**config.mk**
```make
export PLATFORM = sky130hd
export DESIGN_NAME = shift_seq
export DESIGN_NICKNAME = d
export VERILOG_FILES = /design/src/rtl/shift_seq.sv
export SDC_FILE = /design/constraint.sdc
export NUM_CORES = 1
export LEC_CHECK = 0
export CAP_MARGIN = 20
export CORE_UTILIZATION = 32
export CTS_CLUSTER_DIAMETER = 80
export DETAILED_ROUTE_END_ITERATION = 8
export PLACE_DENSITY = 0.76
export REMOVE_ABC_BUFFERS = 1
export SLEW_MARGIN = 10
export SYNTH_ARGS = -nofsm -noshare
export SYNTH_HDL_FRONTEND = slang
export SYNTH_SLANG_ARGS = --single-unit
```
**constraint.sdc**
```tcl
create_clock -name clk -period 1.7 [get_ports clk]
set_input_delay 0.255 -clock clk [delete_from_list [all_inputs] [get_ports clk]]
set_output_delay 0.255 -clock clk [all_outputs]
set_load 0.005 [all_outputs]
```
**src/rtl/shift_seq.sv**
```systemverilog
// Sequencer between execute-stage issue and the iterative shift unit: decodes the
// opcode, kicks the shifter, waits out its latency and hands back the tagged result.
module shift_seq #(
  parameter int TAG_W    = 5,
  parameter bit MASK_AMT = 1'b1
) (
  input  logic             clk,
  input  logic             reset,
  input  logic             in_valid,
  output logic             in_ready,
  input  logic [1:0]       in_op,
  input  logic [31:0]      in_a,
  input  logic [31:0]      in_b,
  input  logic [TAG_W-1:0] in_tag,
  input  logic             flush,
  output logic             out_valid,
  input  logic             out_ready,
  output logic [31:0]      out_q,
  output logic [TAG_W-1:0] out_tag,
  output logic             out_err,
  output logic             out_wake,
  output logic             sh_kick,
  output logic             sh_lshift,
  output logic             sh_unsigned,
  output logic [31:0]      sh_a,
  output logic [31:0]      sh_b,
  input  logic             sh_ready,
  input  logic             sh_ready_pre,
  input  logic [31:0]      sh_q
);

  typedef enum logic [2:0] {
    IDLE  = 3'd0,
    KICK  = 3'd1,
    WAIT  = 3'd2,
    DRAIN = 3'd3,
    DONE  = 3'd4
  } state_t;

  state_t      state_r;
  logic [31:0] a_r;
  logic [31:0] b_r;
  logic        lshift_r;
  logic        unsigned_r;

  // Kick is suppressed by a same-cycle flush so an aborted op never reaches the shifter.
  assign sh_kick     = (state_r == KICK) && sh_ready && !flush;
  assign out_wake    = (state_r == WAIT) && sh_ready_pre;
  assign sh_a        = a_r;
  assign sh_b        = MASK_AMT ? {27'd0, b_r[4:0]} : b_r;
  assign sh_lshift   = lshift_r;
  assign sh_unsigned = unsigned_r;

  // Control FSM with registered handshake and result outputs.
  always_ff @(posedge clk) begin
    if (reset) begin
      state_r    <= IDLE;
      in_ready   <= 1'b1;
      out_valid  <= 1'b0;
      out_err    <= 1'b0;
      out_q      <= 32'd0;
      out_tag    <= '0;
      a_r        <= 32'd0;
      b_r        <= 32'd0;
      lshift_r   <= 1'b0;
      unsigned_r <= 1'b0;
    end else begin
      case (state_r)
        IDLE: begin
          if (in_valid && !flush) begin
            a_r        <= in_a;
            b_r        <= in_b;
            out_tag    <= in_tag;
            lshift_r   <= (in_op == 2'b00);
            unsigned_r <= (in_op == 2'b01);
            in_ready   <= 1'b0;
            if (in_op == 2'b10) begin
              out_q     <= 32'd0;
              out_err   <= 1'b1;
              out_valid <= 1'b1;
              state_r   <= DONE;
            end else begin
              state_r   <= KICK;
            end
          end else begin
            in_ready <= 1'b1;
          end
        end
        KICK: begin
          if (flush) begin
            in_ready <= 1'b1;
            state_r  <= IDLE;
          end else if (sh_ready) begin
            state_r  <= WAIT;
          end else begin
            state_r  <= KICK;
          end
        end
        WAIT: begin
          if (flush) begin
            state_r   <= DRAIN;
          end else if (sh_ready) begin
            out_q     <= sh_q;
            out_err   <= 1'b0;
            out_valid <= 1'b1;
            state_r   <= DONE;
          end else begin
            state_r   <= WAIT;
          end
        end
        DRAIN: begin
          // The shifter cannot be aborted; its result is discarded when it lands.
          if (sh_ready) begin
            in_ready <= 1'b1;
            state_r  <= IDLE;
          end else begin
            state_r  <= DRAIN;
          end
        end
        DONE: begin
          if (flush || out_ready) begin
            out_valid <= 1'b0;
            in_ready  <= 1'b1;
            state_r   <= IDLE;
          end else begin
            state_r   <= DONE;
          end
        end
        default: begin
          out_valid <= 1'b0;
          in_ready  <= 1'b1;
          state_r   <= IDLE;
        end
      endcase
    end
  end

endmodule

```
* Yosys cells after proc, flatten, opt, wreduce, memory -nomap -nowiden *
Cells that the tools add are included.

storage, ports and cells
  register bits = 82
  output and inout port bits = 108
  logic and storage cells = 66
  bits of input ports = 110

cells by class
  reductions and logical operators = 14
  equal/unequal tests = 13
  multiplexer cells = 27
  bitwise gates (word level) = 2

operator list
  cell                number
  $mux 32             4
  $pmux 32 s2         1
  $mux 3              5
  $pmux 3 s5          1
  $ne 2x2->1 const B  7
  $mux 1              10
  $eq 3x2->1 const B  2
  $mux 2              3
  $reduce_and 6->1    1
  $pmux 1 s5          1
  $reduce_and 5->1    1
  $logic_and 1x1->1   4
  $pmux 1 s4          1
  $reduce_and 4->1    1
  $eq 3x1->1 const B  1
  $eq 3x3->1 const B  1
  $logic_not 3->1     1
  $eq 2x1->1 const B  1
  $eq 2x2->1 const B  1
  $logic_not 2->1     1
  $not 1->1           2
  $pmux 1 s2          1
  $reduce_and 2->1    1
  $reduce_bool 2->1   1
  other kinds (3)     3

* Logic depth before layout (Yosys ltp) *
Gate-level depths: netlist (run 1).

  depth in word-level cells = 4
  mapped depth = 6
  mapped depth without buffers = 3

* Worst setup path after synthesis (run 1) *
Ideal clock, no wire load.

  kind = register -> register
  from = reg state_r[1]
  to = reg lshift_r, in the netlist sh_lshift
  slack = 0.077 ns
  required time = 1.630 ns
  stages on the path, launching flop included = 6
  library setup time = 0.070 ns
  path buffers = 2
  clock period less this slack = 1.623 ns
  arrival time = 1.552 ns
  cells stage by stage = dfxtp_1 > buf_6 > or4_1 > buf_2 > or4_1 > a21oi_1

on the way
  longest elaborated chain between the ends = 2

ends and longest elaborated chain
  item                        RTL line  source
  start, declared             40        state_t state_r;
  start signal, assigned      57        state_r <= IDLE;
  start signal, assigned      81        state_r <= DONE;
  start signal, assigned      83        state_r <= KICK;
  $logic_not 3->1             68        case (state_r)
  $reduce_and 2->1 (no line)  --
  end signal, assigned        74        lshift_r <= (in_op == 2'b00);
  end, declared               43        logic lshift_r;

Every way passes these cells.
A chain may end at the register's enable or synchronous reset.

* Worst setup path after layout (run 1) *
  from = reg state_r[1]
  to = reg a_r[1], in the netlist sh_a[1]

on the way
  longest elaborated chain between the ends = 2

ends and longest elaborated chain
  item                        RTL line  source
  $logic_not 3->1             68
  $reduce_and 2->1 (no line)  --
  end signal, assigned        71        a_r <= in_a;
  end, declared               41        logic [31:0] a_r;

Every way passes these cells.

==> impl_results.md, run 1 <==
- Placed wire-length estimate: around 6900 um
- Drt total wl: around 10000 um
- Min cycle time layout: 1.59 ns
- Fin cells: approximately 660
- Area grow syn2layout: 60.7%
- Die W: 103 um
- Pre-CTS setup slack: -0.232 ns
- FF+latch count, synth: between 80 and 90
- Post-route setup TNS: 0 ns
- Cts bufs inserted: 9
- Layout cell share with drive strength beyond 1: 0.0897
- Final Max Slew Viols: 0
- GR Util All Layers: 0.176
- Routed Antenna Nets: 0
- Final number of setup-violating endpoints: 0
- CTS tree: yes
- Diode count: 0
- Clk sink count: 82
- Worst r2r dst: sh_a[1]
- Hold path cells: 4
- Final hold vios: 0
- H-tree levels: 3
- Hold_sp: in_valid
- Highest Clock Rate: about 630 MHz
- Synth top area share: 0.500
- Core area: 0.00986 mm^2
- Final Power: 4.13 mW
- Clock Latency Late Sink: 0.35 ns
- CP Capture Type: flop
- Reg2reg setup slack: 0.11 ns
- Worst-Margin Slew: 0.510 ns
- WHS: around 0.36 ns
- Die height: 103 um
- Initial Util: 0.333
- Hold endpoint: sh_lshift
- Setup crit start kind: flop
- Maximum vdd ir drop: 440 uV
- Status: finished, final reports clean
- Max cap viols: 0
- Starting DRC count in detailed routing: 177
- Leading area contributor after synthesis: dfxtp_1
- Ranking of synthesized cells by area: dfxtp_1 50%, a32o_1 9.7%, a21oi_1 7.0%, nand3_1 6.7%, buf_4 6.2%
- Slack of the critical path: 0.109 ns
- NumNets Final: ~630
- CTS Root Buffer Type: clkbuf_8
- DRC Markers: 0
- Row cnt: 36
- Origin of the critical flop-to-flop path: state_r[1]
- P per Cell Area: ~800 mW/mm^2
- Initial antenna violation count: 0
- Synth unique cells: 34
- Worst-path clk slew: 0.08 ns
- Finished Core Util: 0.535
- R2R depth: 4
- Unrepaired setup endpoints after global routing: false
- Port Buf Inserts: 163
- Seq/Total Area, Yosys: 0.500
- Cells after Synth: around 360
- Slew headroom: 0.660
- Synth warnings: 0
- Async set or reset register ratio after synthesis: 0
- Placed Instances: 641
- Clock Skews: 0.00978 ns
- CTS Hold Buffers Added: 0
- Vias in the first global route: 2916
- Routed len/inst: 14.9 um
- Number of synthesized flops with an enable pin: 0
- Worst hold path class: input port to flop
- Top FF cell, synth: dfxtp_1
- Largest net degree at the start of global routing: 50
- Setup CP Type: flop to flop
- Syn_area_per_cell: 9.18 um^2
- Longest Clk Path Bufs: 2
- Post-Syn Area: 0.00329 mm^2
- Leak: 1.87 nW
- Die area: 0.0107 mm^2
- Post-DP Area: 0.00507 mm^2
- CP max FO: 29
- I/O pins: roughly 220
- Post-CTS Setup Bufs: 0
- Vias: 3298
- Crit path required time: 1.91 ns
- Arr. time, crit path: 1.80 ns
- Period Utilization, post-route: 0.936
- GRT overflow: 0
- Placer Congestion: approximately 0.83
- Finished Cell Area: 0.00528 mm^2
- First-pass GRT wire length: roughly 14000 um
- Pre-Repair DR Iteration Count: 4
- Via density: 5.02
[critical path: stages (launching register included)]
cell     delay [ns]
dfxtp_2        0.36
or4_1          0.59
buf_6          0.22
o21ai_0        0.19
a21oi_1        0.09
[synth_stat cells, drive strengths merged, types with 2 or more instances]
cell type / n
inv: 5
a211oi: 2
a21oi: 46
a2111oi: 2
o21ai: 51
nor4: 2
clkbuf: 29
nor3b: 3
nand3: 44
dfxtp: 82
buf: 35
a32o: 32
nor2b: 4
or4: 2
nand2: 3
nor3: 4
[power by group]
| group | leakage (nW) | internal [mW] | switching (mW) |
|---|---|---|---|
| logic | 1.11 | 0.378 | 0.295 |
| clock network | 0.0962 | 0.728 | 0.721 |
| registers | 0.666 | 1.98 | 0.0308 |
| total | 1.87 | 3.09 | 1.05 |
[cells in the final DEF, fill, tap and decap left out, types with 2 or more instances in the layout]
master,netlist,final
a21oi_1,46,46
o21ai_0,34,34
a32o_1,32,32
clkinvlp_4,0,2
clkdlybuf4s50_1,0,159
buf_12,0,4
nor2b_1,4,4
a2111oi_0,2,2
nand3_1,44,44
conb_1,1,27
inv_1,4,4
buf_2,6,2
buf_4,27,20
clkbuf_8,0,10
o21ai_1,17,16
or4_1,2,2
nor3_1,4,4
nand2_1,3,3
nor3b_1,3,3
a211oi_1,2,2
dfxtp_1,82,81
dlygate4sd2_1,0,2
[kinds of logic after synthesis]
| logic type | Yosys count | synth area share |
|---|---|---|
| flops | 82 | 0.500 |
| simple gates | 68 | 0.117 |
| mux | 1 | 0.00305 |
| other cells | 1 | 0.00114 |
| compound gates | 136 | 0.264 |
| buf+inv | 70 | 0.115 |
[layer usage]
metal / GRT usage / routed length, um / up-vias
li1: - / - / 1589
met1: 0.218 / 4020 / 1580
met2: 0.305 / 5210 / 120
met3: 0.0329 / 473 / 9
met4: 0.0672 / 114 / 0
met5: 0 / 0 / -
[registers in the layout, indices dropped and copies added (netlist names)]
register     count
state_r          3
b_r              5
out_valid        1
sh_unsigned      1
sh_lshift        1
out_tag          5
out_err          1
sh_a            32
out_q           32
in_ready         1
[worst max-delay path by stage]
stage	slack, ns	cells past startpoint	endpoint	from
floorplan	-1.08	3	in_ready	state_r[1]
global placement	-0.20	5	sh_kick	sh_ready
detailed placement	-0.23	5	sh_a[1]	flush
CTS	0.07	4	sh_a[1]	state_r[1]
global route	0.02	6	out_q[14]	flush
finish	0.11	4	sh_a[1]	state_r[1]
[timing repair]
item	in CTS	in global routing
pin swaps	0	0
endpoints found under the setup margin	2	4
resized for setup	3	1
[layout make-up]
class,instances,area (um^2)
fill,904,4580
timing repair buffer,188,1860
sequential,82,1640
multi-input combinational,232,1380
tap,133,166
clock buffer,11,141
clock inverter,5,62.6
inverter,6,22.5
(Power assumes the default switching activity.)
==> run 2: changes to the inputs <==
--- a/config.mk
+++ b/config.mk
@@ -6,6 +6,7 @@
 export NUM_CORES = 1
 export LEC_CHECK = 0
 export CAP_MARGIN = 20
+export CORE_MARGIN = 2
 export CORE_UTILIZATION = 32
 export CTS_CLUSTER_DIAMETER = 80
 export DETAILED_ROUTE_END_ITERATION = 8
==> impl_results.md, run 2 (synthesis gave the netlist of run 1 again) <==
- Status: finished, final reports clean
- Diode count: 0 (unchanged)
- Worst-path clk slew: 0.08 ns (about the same)
- CP max FO: 27 (-6.9%)
- Starting DRC count in detailed routing: 217 (+23%)
- Routed Antenna Nets: 0 (unchanged)
- Crit path max-delay family: simple AND/OR/NAND/NOR gates
- Final Max Slew Viols: 0 (unchanged)
- Clock Skews: 0.00946 ns (-0.000324 ns)
- CTS tree: yes
- Vias: 3327 (+0.88%)
- Crit path required time: 1.91 ns (about the same)
- Reg2reg setup slack: 0.09 ns (-0.02 ns)
- CP endpoint: sh_a[3]
- Slowest CP cell: or4_1
- Slack of the critical path: 0.0893 ns (-0.0198 ns)
- Pre-CTS setup slack: -0.247 ns (-0.0141 ns)
- Maximum vdd ir drop: 407 uV (-7.6%)
- Multi-input gate area: 0.00139 mm^2 (+0.63%)
- Worst-Margin Slew: 0.519 ns (+0.00933 ns)
- Layout cell share with drive strength beyond 1: 0.0932 (+0.00346)
- P per Cell Area: 770 mW/mm^2 (-1.6%)
- Min cycle time layout: 1.61 ns (+0.0198 ns)
- First-pass GRT wire length: 16300 um (+12%)
- Post-DP Area: 0.00508 mm^2 (+0.15%)
- Port Buf Inserts: 163 (unchanged)
- NumNets Final: 631 (+0.32%)
- Final Power: 4.07 mW (-1.7%)
- Die area: 0.0111 mm^2 (+3.9%)
- Core area: 0.00986 mm^2 (unchanged)
- CP startpoint: state_r[1]
- H-tree levels: 3 (unchanged)
- Row cnt: 36 (unchanged)
- Cts bufs inserted: 9 (unchanged)
- Finished Cell Area: 0.00528 mm^2 (about the same)
- Pre-Repair DR Iteration Count: 5 (+1)
- Final number of setup-violating endpoints: 0 (unchanged)
- CP Capture Type: flop
- Die height: 105 um (+1.9%)
- Setup CP Type: flop to flop
- Longest Clk Path Bufs: 2 (unchanged)
- CP peak stage delay: 0.58 ns (about the same)
- Initial antenna violation count: 0 (unchanged)
- DRC Markers: 0 (unchanged)
- Setup crit start kind: flop
- Crit path cell chain: or4_1 > buf_6 > o21ai_0 > a21oi_1
- Via density: 5.05 (+0.57%)
- Slew headroom: 0.654 (-0.00622)
- WP depth: 4 (unchanged)
- I/O pins: 218 (unchanged)
- Most common cell after layout, fill and taps aside: clkdlybuf4s50_1
- Finished Core Util: 0.535 (about the same)
- Clock Latency Late Sink: 0.34 ns (about the same)
- Period Utilization, post-route: 0.947 (+0.0117)
- GR Util All Layers: 0.181 (+0.00431)
- Origin of the critical flop-to-flop path: state_r[1]
- WHS: 0.410 ns (+0.0478 ns)
- Clk sink count: 82 (unchanged)
- GRT overflow: 0 (unchanged)
- Worst hold path class: input port to flop
- Post-CTS Setup Bufs: 0 (unchanged)
- Final hold vios: 0 (unchanged)
- Unrepaired setup endpoints after global routing: false
- Initial Util: 0.333 (unchanged)
- Area grow syn2layout: 60.7% (about the same)
- Leak: 1.87 nW (+0.13%)
- CTS Root Buffer Type: clkbuf_8
- Vias in the first global route: 3261 (+12%)
- Placer Congestion: 0.756 (-8.5%)
- R2R depth: 4 (unchanged)
- Routed len/inst: 15.7 um (+5.2%)
- Max cap viols: 0 (unchanged)
- Arr. time, crit path: 1.82 ns (+0.02 ns)
- Worst path buffer plus inverter count: 1 (unchanged)
- Sequential Area: 0.00164 mm^2 (unchanged)
- Placed wire-length estimate: 7230 um (+4.6%)
- Drt total wl: 10400 um (+5.5%)
- Worst r2r dst: sh_a[3]
- Largest net degree at the start of global routing: 50 (unchanged)
- Highest Clock Rate: 621 MHz (-1.2%)
- Die W: 105 um (+1.9%)
- Fillers: 891 (-1.4%)
- Most frequent cells in the layout: 160 x clkdlybuf4s50_1, 81 x dfxtp_1, 46 x a21oi_1, 44 x nand3_1, 34 x o21ai_0
## run 2: power breakdown
group          switching [mW]  internal (mW)
logic                   0.299          0.381
registers              0.0305           1.98
clock network           0.697          0.676
total                    1.03           3.04
## run 2: timing repair
item,4_1_cts,5_1_grt
pin swaps,0,0
resized for setup,4,2
hold endpoints to repair,0,0
endpoints found under the setup margin,2,33
hold buffers,0,0
## run 2: worst min path at each step
| stage | start | end | slack (ns) | cells past startpoint |
|---|---|---|---|---|
| after floorplan | reset | b_r[0] | 0.32 | 1 |
| after global placement | sh_a[6] | sh_a[6] | 0.46 | 2 |
| after detailed placement | out_err | out_err | 0.46 | 2 |
| after CTS | reset | in_ready | 0.39 | 3 |
| after global routing | reset | in_ready | 0.42 | 3 |
| final | reset | in_ready | 0.41 | 3 |
## run 2: area by class of cell
class                   count  share of cell area
well taps                 133              0.0315
inverters                   6             0.00427
clock inverters             5              0.0104
repair buffers            190               0.354
multi-input cells         232               0.264
clock buffers              11              0.0249
flip-flops and latches     82               0.311
## run 2: stage by stage
| step | TNS [ns] | instances |
|---|---|---|
| after floorplan | -69.88 | 320 |
| after detailed placement | -14.28 | 643 |
| after global placement | -11.88 | 643 |
| after global routing | 0 | 659 |
| final | 0 | 659 |
| after CTS | 0 | 659 |
## run 2: per-layer routing
layer  vias up  track usage  part of all wire  wire length, um
met5         -            0                 0                0
met4         0       0.0857             0.031              320
met3        25       0.0340             0.048              499
met2       126        0.319              0.52             5420
met1      1580        0.208              0.40             4120
li1       1596            -                 -                -
## run 2: worst reg2reg max path, stage by stage, from the launching register on
cell and delay [ns]:
dfxtp_2 0.37, or4_1 0.58, buf_6 0.21, o21ai_0 0.21, a21oi_1 0.10
